**src/rtl/stream_out_scheduler.sv**
```systemverilog
// Shares one upstream stream_out link between freespace-update credit packets
// and output-FIFO data packets, with a bounded credit burst and resend hold.
module stream_out_scheduler #(
  parameter int PACKET_BITS   = 97,
  parameter int NUM_IN_PORTS  = 7,
  parameter int NUM_OUT_PORTS = 7,
  parameter int FS_BURST      = 4
) (
  input  logic                                 clk,
  input  logic                                 reset,
  input  logic                                 resend,
  input  logic [NUM_IN_PORTS-1:0]              freespace_update,
  input  logic [PACKET_BITS*NUM_IN_PORTS-1:0]  packet_from_input_ports,
  input  logic [PACKET_BITS*NUM_OUT_PORTS-1:0] packet_from_output_ports,
  input  logic [NUM_OUT_PORTS-1:0]             empty,
  output logic [NUM_OUT_PORTS-1:0]             outport_sel,
  output logic [PACKET_BITS-1:0]               stream_out
);

  localparam int IN_W  = (NUM_IN_PORTS  > 1) ? $clog2(NUM_IN_PORTS)  : 1;
  localparam int OUT_W = (NUM_OUT_PORTS > 1) ? $clog2(NUM_OUT_PORTS) : 1;
  localparam logic [3:0] BURST   = 4'(FS_BURST);
  localparam logic [3:0] RUN_MAX = 4'd15;

  typedef enum logic [1:0] {IDLE, SEND_FS, SEND_DATA} state_e;

  state_e                   state_q, state_d;
  logic [NUM_IN_PORTS-1:0]  fs_pend_q, fs_pend_d;
  logic [PACKET_BITS-1:0]   fs_pkt_q [NUM_IN_PORTS];
  logic [IN_W-1:0]          fs_ptr_q, fs_ptr_d, fs_win;
  logic [OUT_W-1:0]         d_ptr_q, d_ptr_d, d_win;
  logic [3:0]               fs_run_q, fs_run_d;
  logic [PACKET_BITS-1:0]   stream_out_q, stream_out_d;
  logic                     fs_req, d_req, grant_fs;

  // First requester at or after ptr, wrapping; lowest offset wins.
  function automatic logic [IN_W-1:0] pick_in(input logic [NUM_IN_PORTS-1:0] req,
                                               input logic [IN_W-1:0] ptr);
    int idx;
    pick_in = ptr;
    for (int off = NUM_IN_PORTS - 1; off >= 0; off--) begin
      idx = int'(ptr) + off;
      if (idx >= NUM_IN_PORTS) idx -= NUM_IN_PORTS;
      if (req[IN_W'(idx)]) pick_in = IN_W'(idx);
    end
  endfunction

  function automatic logic [OUT_W-1:0] pick_out(input logic [NUM_OUT_PORTS-1:0] req,
                                                input logic [OUT_W-1:0] ptr);
    int idx;
    pick_out = ptr;
    for (int off = NUM_OUT_PORTS - 1; off >= 0; off--) begin
      idx = int'(ptr) + off;
      if (idx >= NUM_OUT_PORTS) idx -= NUM_OUT_PORTS;
      if (req[OUT_W'(idx)]) pick_out = OUT_W'(idx);
    end
  endfunction

  assign fs_req = |fs_pend_q;
  assign d_req  = |(~empty);
  assign fs_win = pick_in(fs_pend_q, fs_ptr_q);
  assign d_win  = pick_out(~empty, d_ptr_q);

  // NOTE: every output of this block gets a default first, so no path can infer a latch.
  always_comb begin
    state_d      = state_q;
    fs_ptr_d     = fs_ptr_q;
    d_ptr_d      = d_ptr_q;
    fs_run_d     = fs_run_q;
    stream_out_d = stream_out_q;
    outport_sel  = '0;
    grant_fs     = 1'b0;
    if (!reset && !resend) begin
      if (fs_req && (!d_req || fs_run_q < BURST)) begin
        grant_fs     = 1'b1;
        state_d      = SEND_FS;
        stream_out_d = fs_pkt_q[fs_win];
        fs_ptr_d     = (fs_win == IN_W'(NUM_IN_PORTS - 1)) ? '0 : fs_win + 1'b1;
        if (!d_req)                fs_run_d = '0;
        else if (fs_run_q != RUN_MAX) fs_run_d = fs_run_q + 4'd1;
      end else if (d_req) begin
        state_d              = SEND_DATA;
        outport_sel[d_win]   = 1'b1;
        stream_out_d         = packet_from_output_ports[int'(d_win)*PACKET_BITS +: PACKET_BITS];
        d_ptr_d              = (d_win == OUT_W'(NUM_OUT_PORTS - 1)) ? '0 : d_win + 1'b1;
        fs_run_d             = '0;
      end else begin
        state_d      = IDLE;
        stream_out_d = '0;
        fs_run_d     = '0;
      end
    end
  end

  // A fresh pulse beats a same-cycle grant, so the newer credit stays pending.
  always_comb begin
    for (int i = 0; i < NUM_IN_PORTS; i++) begin
      fs_pend_d[i] = freespace_update[i] |
                     (fs_pend_q[i] & ~(grant_fs && (fs_win == IN_W'(i))));
    end
  end

  // NOTE: sequential state uses non-blocking assignments so all registers update together.
  always_ff @(posedge clk) begin
    if (reset) begin
      state_q      <= IDLE;
      fs_pend_q    <= '0;
      fs_ptr_q     <= '0;
      d_ptr_q      <= '0;
      fs_run_q     <= '0;
      stream_out_q <= '0;
    end else begin
      state_q      <= state_d;
      fs_pend_q    <= fs_pend_d;
      fs_ptr_q     <= fs_ptr_d;
      d_ptr_q      <= d_ptr_d;
      fs_run_q     <= fs_run_d;
      stream_out_q <= stream_out_d;
    end
  end

  // NOTE: payload storage needs no reset; it is only read while its pending flag is set.
  always_ff @(posedge clk) begin
    for (int i = 0; i < NUM_IN_PORTS; i++) begin
      if (freespace_update[i]) fs_pkt_q[i] <= packet_from_input_ports[i*PACKET_BITS +: PACKET_BITS];
    end
  end

  assign stream_out = stream_out_q;

endmodule
```
**config.mk**
```make
export PLATFORM = sky130hd
export DESIGN_NAME = stream_out_scheduler
export DESIGN_NICKNAME = d
export VERILOG_FILES = /design/src/rtl/stream_out_scheduler.sv
export SDC_FILE = /design/constraint.sdc
export NUM_CORES = 1
export LEC_CHECK = 0
export ABC_CLOCK_PERIOD_IN_PS = 4500
export BUFFER_PORTS_ARGS = -buffer_cell sky130_fd_sc_hd__buf_2
export CAP_MARGIN = 20
export CORE_AREA = 2 2 584 586
export DETAILED_ROUTE_END_ITERATION = 8
export DIE_AREA = 0 0 586 588
export HOLD_SLACK_MARGIN = 0.1
export PLACE_DENSITY = 0.35
export SLEW_MARGIN = 20
export SYNTH_ARGS = -nofsm -noshare
export SYNTH_HDL_FRONTEND = slang
export SYNTH_SLANG_ARGS = --single-unit
export TNS_END_PERCENT = 1
```
**constraint.sdc**
```tcl
create_clock -name clk -period 4.5 [get_ports clk]
set_clock_uncertainty 0.15 [all_clocks]
set_input_delay 0.9 -clock clk [delete_from_list [all_inputs] [get_ports clk]]
set_output_delay 0.9 -clock clk [all_outputs]
set_load 0.1 [all_outputs]
```
# Yosys cells after proc, flatten, opt, wreduce, memory -nomap -nowiden
# Memory sizes are Yosys's and may differ from the RTL's.
# Cells that the tools add are included.
[classes]
eq_ne = 9
add_sub_neg = 29
n_lt_le_gt_ge = 31
muxes = 98
n_shift = 1
reduce_logical = 20
multipliers = 1
n_bitwise = 23
[op_table]
columns = ["operator", "count"]
rows = [
  ["679-bit by 11-bit indexed part select with 97-bit output", 1],
  ["97-bit 2-to-1 mux", 2],
  ["3-bit 2-to-1 mux", 30],
  ["3-bit by 5-bit less-than comparator with 1-bit output, second input constant", 14],
  ["4-bit by 3-bit greater-or-equal comparator with 1-bit output, second input constant", 12],
  ["1-bit 2-to-1 mux", 45],
  ["1-bit binary-select mux with 3-bit select", 14],
  ["3-bit subtractor, second input constant", 14],
  ["3-bit by 3-bit adder with 4-bit output, second input constant", 6],
  ["7-bit 2-to-1 mux", 3],
  ["3-bit by 2-bit adder with 4-bit output, second input constant", 4],
  ["7-bit OR reduction", 2],
  ["3-bit == test, second input constant", 4],
  ["4-bit 2-to-1 mux", 3],
  ["1-bit logical AND", 10],
  ["3-bit by 7-bit multiplier with 10-bit output, second input constant", 1],
  ["3-bit by 1-bit adder with 4-bit output, second input constant", 2],
  ["1-bit NOT", 8],
  ["1-bit bitwise AND", 7],
  ["7-bit NOT", 1],
  ["1-bit bitwise OR", 7],
  ["3-bit by 1-bit adder with 3-bit output, second input constant", 2],
  ["3-bit by 2-bit == test with 1-bit output, second input constant", 2],
  ["3-bit greater-or-equal comparator, second input constant", 2],
  ["other kinds (13)", 16],
]
[word_totals]
ram_bits = 679
register_bits = 114
output_inout_bits = 104
mem_count = 1
in_bits = 1375
[memory_table]
columns = ["memory", "depth", "word_bits", "read_ports", "rd_ports_with_merged_regs", "write_ports", "line", "text"]
rows = [
  ["fs_pkt_q", 7, 97, 1, 0, 7, "29", "logic [PACKET_BITS-1:0] fs_pkt_q [NUM_IN_PORTS];"],
]

# Longest topological paths before layout
# Gate-level depths: netlist (run 1).
[depth]
depth_word = 20
mapped_depth = 21
ltp_nobuf = 16

# Least setup slack after synthesis (run 1)
# OpenSTA, ideal clock, no wires.
[synth_path]
path_type = "reg2out"
startpoint = "register d_ptr_q[1]"
endpoint = "output port outport_sel[0]"
stages_incl_launch_ff = 19
t_arrival_ps = 5613
required_time_ps = 3450
slack_ps = -2163
cell_sequence = "dfxtp_1 > buf_2 > inv_1 > ha_1 > inv_1 > fa_1 > clkbuf_1 > xor2_1 > mux2i_1 > mux2i_1 > mux2_2 > mux2i_1 > o41ai_1 > a211o_1 > buf_2 > buf_2 > buf_2 > nand2_1 > nor3_1"
[synth_between]
elab_chain_cells = 20
elab_cells_between_ends = 63
cone_classes = "13 x add/sub; 9 x order compare; 40 x mux; 1 x reduce/logical"
[synth_rtl]
columns = ["element", "line", "text"]
rows = [
  ["start, declared", "31", "logic [OUT_W-1:0] d_ptr_q, d_ptr_d, d_win;"],
  ["start signal, assigned", "116", "d_ptr_q <= d_ptr_d;"],
  ["3-bit by 3-bit adder with 4-bit output", "53", "idx = int'(ptr) + off;"],
  ["4-bit by 3-bit greater-or-equal comparator with 1-bit output or 3-bit subtractor (tied branches)", "54", "if (idx >= NUM_OUT_PORTS) idx -= NUM_OUT_PORTS;"],
  ["3-bit 2-to-1 mux", "54", ""],
  ["1-bit binary-select mux with 3-bit select", "55", "if (req[OUT_W'(idx)]) pick_out = OUT_W'(idx);"],
  ["1-bit 2-to-1 mux (implied by the code) (2 in series)", "55", ""],
  ["3-bit 2-to-1 mux (6 in series)", "55", ""],
  ["3-bit 2-to-1 mux (*)", "55", ""],
  ["3-bit by 4-bit less-than comparator with 1-bit output (implied by the code) or 3-bit by 1-bit greater-or-equal comparator with 1-bit output (tied branches)", "83", "outport_sel[d_win] = 1'b1;"],
  ["1-bit logical AND (implied by the code)", "83", ""],
  ["1-bit 2-to-1 mux (implied by the code)", "83", ""],
  ["1-bit demux with 3-bit select (*)", "83", ""],
  ["7-bit 2-to-1 mux (*)", "81", "end else if (d_req) begin"],
  ["7-bit 2-to-1 mux (*)", "74", "if (fs_req && (!d_req || fs_run_q < BURST)) begin"],
  ["7-bit 2-to-1 mux (*)", "73", "if (!reset && !resend) begin"],
  ["end, declared", "16", "output logic [NUM_OUT_PORTS-1:0] outport_sel,"],
]
# Every way passes the cells marked *; elsewhere a longest branch is shown, timed or not. The select of a mux whose other input is x is not followed.

# Final worst setup path (run 1)
[layout_path]
startpoint = "register d_ptr_q[0]"
endpoint = "output port outport_sel[6]"
# Same word-level chain as after synthesis.

==> impl_results.md, run 1 <==
- Outcome: finished with violations
- Failing checks: setup timing
- Drt drc: 0
- DP Cell Count: 9,681
- Fill count: 37,400
- Vert. Die Dim: 588 microns
- Largest net degree at the start of global routing: 60
- Total GRT Usage: 0.179
- PnR worst setup slack: -894 ps
- Final Setup Violations: 87
- Max_slew headroom: 0.325
- CTS clock-pin slew for the worst setup and hold paths: around 70 ps
- First-pass GRT wire length: 414,000 microns
- IO Count: 1,479
- Initial DRC count: ~3,300
- Final ANT Viol Nets: 0
- Cell with the largest stage delay on the worst path: mux4_2
- Die width: 586 microns
- Post-synth cell types: between 80 and 90
- Crit path buf inv count: 5
- Synth Instances: 3,324
- Startpoint Class: flip-flop
- Max IR drop VDD: 754 uV
- Worst EP arrival: 4340 ps
- Routed length per placed instance: 30.3 microns
- Period utilization: 1.20
- Via/cell ratio: around 4
- Starting Density: 0.115
- Commonest non-fill, non-tap cell in the layout: buf_2
- Critical path fanouts, max: 18
- Drt pass-1 iters: 5
- RSZ-0062 raised after global routing: true
- GP Congestion: 0.939
- Detailed-route via count: 42,200
- CP delay by family, top: simple AND/OR/NAND/NOR gates
- Fin. Hold Viols: 0
- Ys Warns: 0
- Dominant cell type by area after synthesis: edfxtp_1
- Seq cells post-synth: about 790
- Critical Path RT: 3450 ps
- Sequential area share after synthesis: 0.583
- Crit Path Class: flip-flop to primary output
- Final nets: 7,340
- Final WL: 323,000 microns
- Core area: 0.338 sq mm
- Most frequent CP cell: buf_4
- Clk_lat worst skew: 860 ps
- Max-cap viol count: 0
- Top cells by area, synth: edfxtp_1, mux2i_1, dfxtp_1, nand2_1, nand4_1
- Root buf cell: clkbuf_16
- Clk network pwr share: 0.204
- Switch Pwr: 20.6 mW
- Pint: roughly 25 mW
- IO Port Bufs: 1,478
- Worst Setup End Kind: primary output
- Overflow after GRT: 0
- Vias in the first global route: 43,900
- Non-filler cells in the finished layout: 10,700
- Worst hold path class: primary input to flip-flop
- CTS Sinks: 793
- Cell Chain, Critical Path: buf_6 -> buf_4 -> buf_4 -> or3_4 -> nand2_2 -> mux4_2 -> o21a_2 -> mux2i_2 -> o41ai_4 -> buf_4 -> a211o_4 -> and2_4 -> and3_2 -> buf_12
- Asr flop ratio synth: 0
- Total CTS buffers: 109
- Sw Ratio: 0.456
- Leakage power: about 27 nW
- Worst slew pin tran: 1010 ps
- HPWL after DPL: between 200,000 and 300,000 microns
- H-tree levels: 3
- Fin. max-slew vios: 0
- FMAX: roughly 190 MHz
- Power density cells: 654 mW/mm^2
- Most frequent cells in the layout: buf_2, edfxtp_1, dlygate4sd3_1
- Syn Area/Cell: between 10 and 15 sq um
- Post-synth top area share: 0.524
- Post-synth top flop: edfxtp_1
- Tmin final: 5390 ps
- Fraction of layout cells with a size suffix above 1: 0.424
- Die Area: 0.345 sq mm
- Antenna violations before repair: 213
- Clock buffer depth: 4
- Core Rows: between 200 and 250
- Mapped cell area: 0.0389 sq mm
- Syn_nets: ~4,700
- Seq pwr share: 0.206
- Post-synth EDFFs: 679
- CTS tree: built
- Area growth syn-to-layout: 77.3%
- Largest stage delay on the critical path: 510 ps
- Overall power: approximately 45 mW
- Part of the power in combinational logic: 0.591
## flip-flops by register name (all words and copies together), names as in the netlist
signal      flops
fs_pkt_q      679
fs_run_q        4
fs_pend_q       7
stream_out     97
fs_ptr_q        3
d_ptr_q         3
## routing by layer
| metal | part of all wire | up-vias | wire, microns | track usage |
|---|---|---|---|---|
| li1 | - | 18400 | - | - |
| met1 | 0.40 | 21100 | 128000 | 0.211 |
| met2 | 0.48 | 2034 | 155000 | 0.307 |
| met3 | 0.076 | 590 | 24500 | 0.0456 |
| met4 | 0.044 | 148 | 14100 | 0.0714 |
| met5 | 0.0028 | - | 897 | 0 |
## area by class of cell
class / instances / area, sq um / area share
flip-flops and latches: 793 / 22700 / 0.329
repair buffers: 2794 / 20300 / 0.295
multi-input cells: 2219 / 16300 / 0.236
well taps: 4536 / 5680 / 0.0823
clock buffers: 147 / 2990 / 0.0434
clock inverters: 52 / 672 / 0.00974
diodes: 90 / 225 / 0.00327
inverters: 24 / 100 / 0.00145
## stage by stage
stage | hold WS, ps | worst slack (ps) | utilization | TNS, ps | area [sq um]
2_1_floorplan | 281 | -481 | - | -2530 | 39100
3_3_place_gp | 304 | -1070 | 0.168 | -48540 | 56800
3_5_place_dp | 298 | -1060 | 0.168 | -49940 | 56800
4_1_cts | 105 | -1180 | 0.201 | -25090 | 68000
5_1_grt | 129 | -1130 | 0.203 | -34230 | 68800
6_report | 197 | -894 | 0.204 | -16100 | 69000
## logic make-up after synthesis
| group | synth area share |
|---|---|
| and+or+nand+nor | 0.148 |
| DFF | 0.583 |
| AOI/OAI and AO/OA | 0.128 |
| muxes | 0.0924 |
| buffers and inverters | 0.0366 |
| adders and majority gates | 0.00830 |
| xor gates and xnor gates | 0.00354 |
## power groups by stage
stage,Combinational (mW),Clock [mW],Sequential (mW)
final,26.7,9.19,9.29
after global routing,28.0,9.74,9.35
after CTS,26.5,9.49,9.29
after detailed placement,25.1,0,9.42
after global placement,25.2,0,9.43
after floorplan,9.27,0,11.1
## synthesized netlist by cell type, drive strengths merged, types with 4 or more instances
cell type  number
o2111ai       100
nand3         208
nor3b           7
nor2b         109
mux4            5
o21a            4
ha             21
or2             8
mux2i         325
buf           121
nand2         536
o22a            4
o211ai          7
a221oi          6
o211a           4
inv            24
o22ai           4
a22oi           4
nor2           60
nand2b         12
clkbuf        167
a21oi          32
o311ai          4
a32o           97
xor2            5
dfxtp         114
and2            8
mux2           20
nor3           15
or3b            5
a2111oi        97
a211oi        106
nand4         198
a31oi          15
xnor2           9
o21ai         121
or3             8
edfxtp        679
## path summary, 6_finish.rpt
path / to / depth (start not counted) / startpoint / slack [ps]
min: fs_pkt_q[3][38] / 1 / packet_from_input_ports[329] / 200
min reg2reg: fs_run_q[3] / 1 / fs_run_q[3] / 310
max reg2reg: stream_out[29] / 18 / d_ptr_q[0] / -460
max: outport_sel[6] / 14 / d_ptr_q[0] / -890
## what timing repair did
item / 4_1_cts / 5_1_grt
resized for setup: 190 / 145
hold endpoints to repair: 665 / 0
buffers inserted: 14 / 6
pin swaps: 19 / 21
cloned: 0 / 0
hold buffers: 665 / 0
endpoints found under the setup margin: 108 / 107
Note: power is estimated with default switching activity, not from simulation.
==> run 2: changes to the inputs <==
- CELL_PAD_IN_SITES_DETAIL_PLACEMENT: not set -> 1
- CELL_PAD_IN_SITES_GLOBAL_PLACEMENT: not set -> 1
- CORE_AREA: 2 2 584 586 -> 2 2 579 581
- DIE_AREA: 0 0 586 588 -> 0 0 581 583
- PLACE_DENSITY: 0.35 -> 0.41
==> run 2 against run 1 <==
Against the previous run: the run still ends with setup timing left; largest cell class unchanged; register-to-register slack about the same; critical endpoint unchanged; highest routed layer unchanged; die area shrank 1.7%; count of clock-buffer cells in the layout is 13 lower; cell count is 1.7% lower.
==> impl_results.md, run 2 (synthesized netlist as in run 1, its figures left out) <==
- Post-placement setup slack: -651 ps (was -1060 ps)
- Fraction of layout cells with a size suffix above 1: 0.406 (was 0.424)
- Max-cap viol count: 0 (unchanged)
- Antenna violations before repair: 230 (was 213)
- Period utilization: 1.17 (was 1.20)
- Overflow after GRT: 0 (unchanged)
- Fin. max-slew vios: 0 (unchanged)
- Fin. Hold Viols: 0 (unchanged)
- FF+latch area: 0.0227 sq mm (about the same)
- Routed length per placed instance: 30.7 microns (was 30.3 microns)
- Final ANT Viol Nets: 0 (unchanged)
- Drt drc: 0 (unchanged)
- Top reg by flops: fs_pkt_q (unchanged)
- Worst Setup End Kind: primary output (unchanged)
- Final nets: 7,297 (was 7,340)
- IO Port Bufs: 1,478 (unchanged)
- CP delay by family, top: multiplexers (was simple AND/OR/NAND/NOR gates)
- Total CTS buffers: 110 (was 109)
- Final WL: 321,000 microns (was 323,000 microns)
- Non-filler cells in the finished layout: 10,500 (was 10,700)
- Startpoint Class: flip-flop (unchanged)
- Critical path fanouts, max: 5 (was 18)
- Area used by multi-input combinational logic: 0.0158 sq mm (was 0.0163 sq mm)
- Largest net degree at the start of global routing: 60 (unchanged)
- Largest stage delay on the critical path: 490 ps (was 510 ps)
- Power density cells: 654 mW/mm^2 (about the same)
- Drt pass-1 iters: 6 (was 5)
- CTS Sinks: 793 (unchanged)
- Clk_lat worst skew: 820 ps (was 860 ps)
- CTS clock-pin slew for the worst setup and hold paths: 70 ps (about the same)
- IO Count: 1,479 (unchanged)
- Die width: 581 microns (was 586 microns)
- Worst EP arrival: 4220 ps (was 4340 ps)
- Core Util, Final: 0.204 (about the same)
- Crit Path Class: flip-flop to primary output (unchanged)
- Post-placement cell area: 0.0562 sq mm (was 0.0568 sq mm)
- Core Rows: 212 (was 214)
- DP Cell Count: 9,471 (was 9,681)
- Total GRT Usage: 0.182 (was 0.179)
- Failing checks: setup timing (unchanged)
- GP Congestion: 0.930 (was 0.939)
- Finished layout cell area: 0.0678 sq mm (was 0.0690 sq mm)
- Via/cell ratio: 3.98 (was 3.96)
- H-tree levels: 3 (unchanged)
- Max IR drop VDD: 729 uV (was 754 uV)
- HPWL after DPL: 264,000 microns (was 267,000 microns)
- Die Area: 0.339 sq mm (was 0.345 sq mm)
- CTS tree: built (unchanged)
- Root buf cell: clkbuf_16 (unchanged)
- First-pass GRT wire length: 416,000 microns (was 414,000 microns)
- Overall power: 44.3 mW (was 45.1 mW)
- Fill count: 38,300 (was 37,400)
- Critical Path RT: 3450 ps (about the same)
- Vert. Die Dim: 583 microns (was 588 microns)
- Detailed-route via count: 41,700 (was 42,200)
- FMAX: 190 MHz (was 185 MHz)
- Worst slew pin tran: 1120 ps (was 1010 ps)
- Most frequent cells in the layout: buf_2, edfxtp_1, dlygate4sd3_1 (unchanged)
- Crit path buf inv count: 5 (unchanged)
- Starting Density: 0.117 (was 0.115)
- Clock buffer depth: 4 (unchanged)
- Vias in the first global route: 44,300 (was 43,900)
- Area growth syn-to-layout: 74.3% (was 77.3%)
- Max FFs per register: 679 (unchanged)
- Core area: 0.332 sq mm (was 0.338 sq mm)
- Initial DRC count: 2,710 (was 3,275)
- Cell Chain, Critical Path: inv_4 -> ha_4 -> mux2_4 -> mux4_2 -> buf_4 -> buf_4 -> nor2_1 -> a211oi_1 -> o311ai_2 -> buf_4 -> a211oi_4 -> a211o_4 -> and2_4 -> and3_4 -> buf_12 (was buf_6 -> buf_4 -> buf_4 -> or3_4 -> nand2_2 -> mux4_2 -> o21a_2 -> mux2i_2 -> o41ai_4 -> buf_4 -> a211o_4 -> and2_4 -> and3_2 -> buf_12)
- Max_slew headroom: 0.252 (was 0.325)
- Outcome: finished with violations (unchanged)
- Cell with the largest stage delay on the worst path: mux4_2 (unchanged)
- PnR worst setup slack: -768 ps (was -894 ps)
- Commonest non-fill, non-tap cell in the layout: buf_2 (unchanged)
- Most frequent CP cell: buf_4 (unchanged)
- Leakage power: 26.7 nW (was 27.0 nW)
- Tmin final: 5270 ps (was 5390 ps)
- RSZ-0062 raised after global routing: true (unchanged)
- Worst hold path class: primary input to flip-flop (unchanged)
- Final Setup Violations: 99 (was 87)
## run 2: cell count changes in the layout (fill, tap and decap cells not counted), moves of 8 or more
cell / delta
mux2i_1: +34
mux2i_2: -19
buf_4: -31
clkbuf_8: -10
diode_2: +15
buf_6: -14
nand2_2: -8
a2111oi_0: -19
a2111oi_1: +22
o2111ai_2: -12
mux2i_4: -15
o2111ai_1: +16
## run 2: cell type report
type / instances / share of cell area
Antenna cell: 105 / 0.00388
Multi-Input combinational cell: 2219 / 0.233
Clock buffer: 134 / 0.0422
Timing Repair Buffer: 2750 / 0.294
Tap cell: 4387 / 0.0810
Inverter: 24 / 0.00151
Clock inverter: 63 / 0.00986
Sequential cell: 793 / 0.335
## run 2: metrics by stage
step / hold WS [ps] / setup TNS, ps
detailed placement: 297 / -45590
CTS: 102 / -25490
floorplan: 281 / -2530
global placement: 300 / -47950
global route: 140 / -43000
finish: 190 / -18330
## run 2: power by group
part | leakage [nW] | switching (mW) | internal, mW
clock network | 1.70 | 3.79 | 5.11
logic | 17.4 | 16.3 | 9.87
registers | 7.59 | 0.419 | 8.85
## run 2: what timing repair did
item | 4_1_cts | 5_1_grt
setup endpoints to repair | 110 | 112
hold buffers | 672 | 0
buffers inserted | 16 | 14
pin swaps | 18 | 24
hold endpoints to repair | 672 | 0
resized for setup | 130 | 97
## run 2: worst paths after layout
check,from,end,slack (ps),cells after the start
worst max-delay path,d_ptr_q[0],outport_sel[6],-770,15
worst min register to register,fs_run_q[3],fs_run_q[3],310,1
worst max register to register,fs_ptr_q[0],stream_out[95],-450,20
worst min-delay path,packet_from_input_ports[128],fs_pkt_q[1][31],190,1
## run 2: worst reg2reg max path: stages, from the launching register on
cell	delay (ps)
dfxtp_1	400
ha_1	220
inv_1	60
ha_1	320
buf_4	180
and3b_1	210
a21oi_1	280
nand3b_1	160
a21oi_1	90
buf_4	160
or4bb_1	490
a21bo_2	240
o211a_4	170
buf_12	200
nand2_4	140
buf_12	180
buf_4	210
o21ai_0	70
a211oi_1	620
buf_4	240
a32o_1	130
## run 2: layer usage
layer  global-route usage  wire [microns]  vias up
li1                     -               -    18300
met1                0.212          128000    20900
met2                0.318          156000     1737
met3               0.0485           22000      563
met4               0.0643           13300      156
met5                    0            1020        -
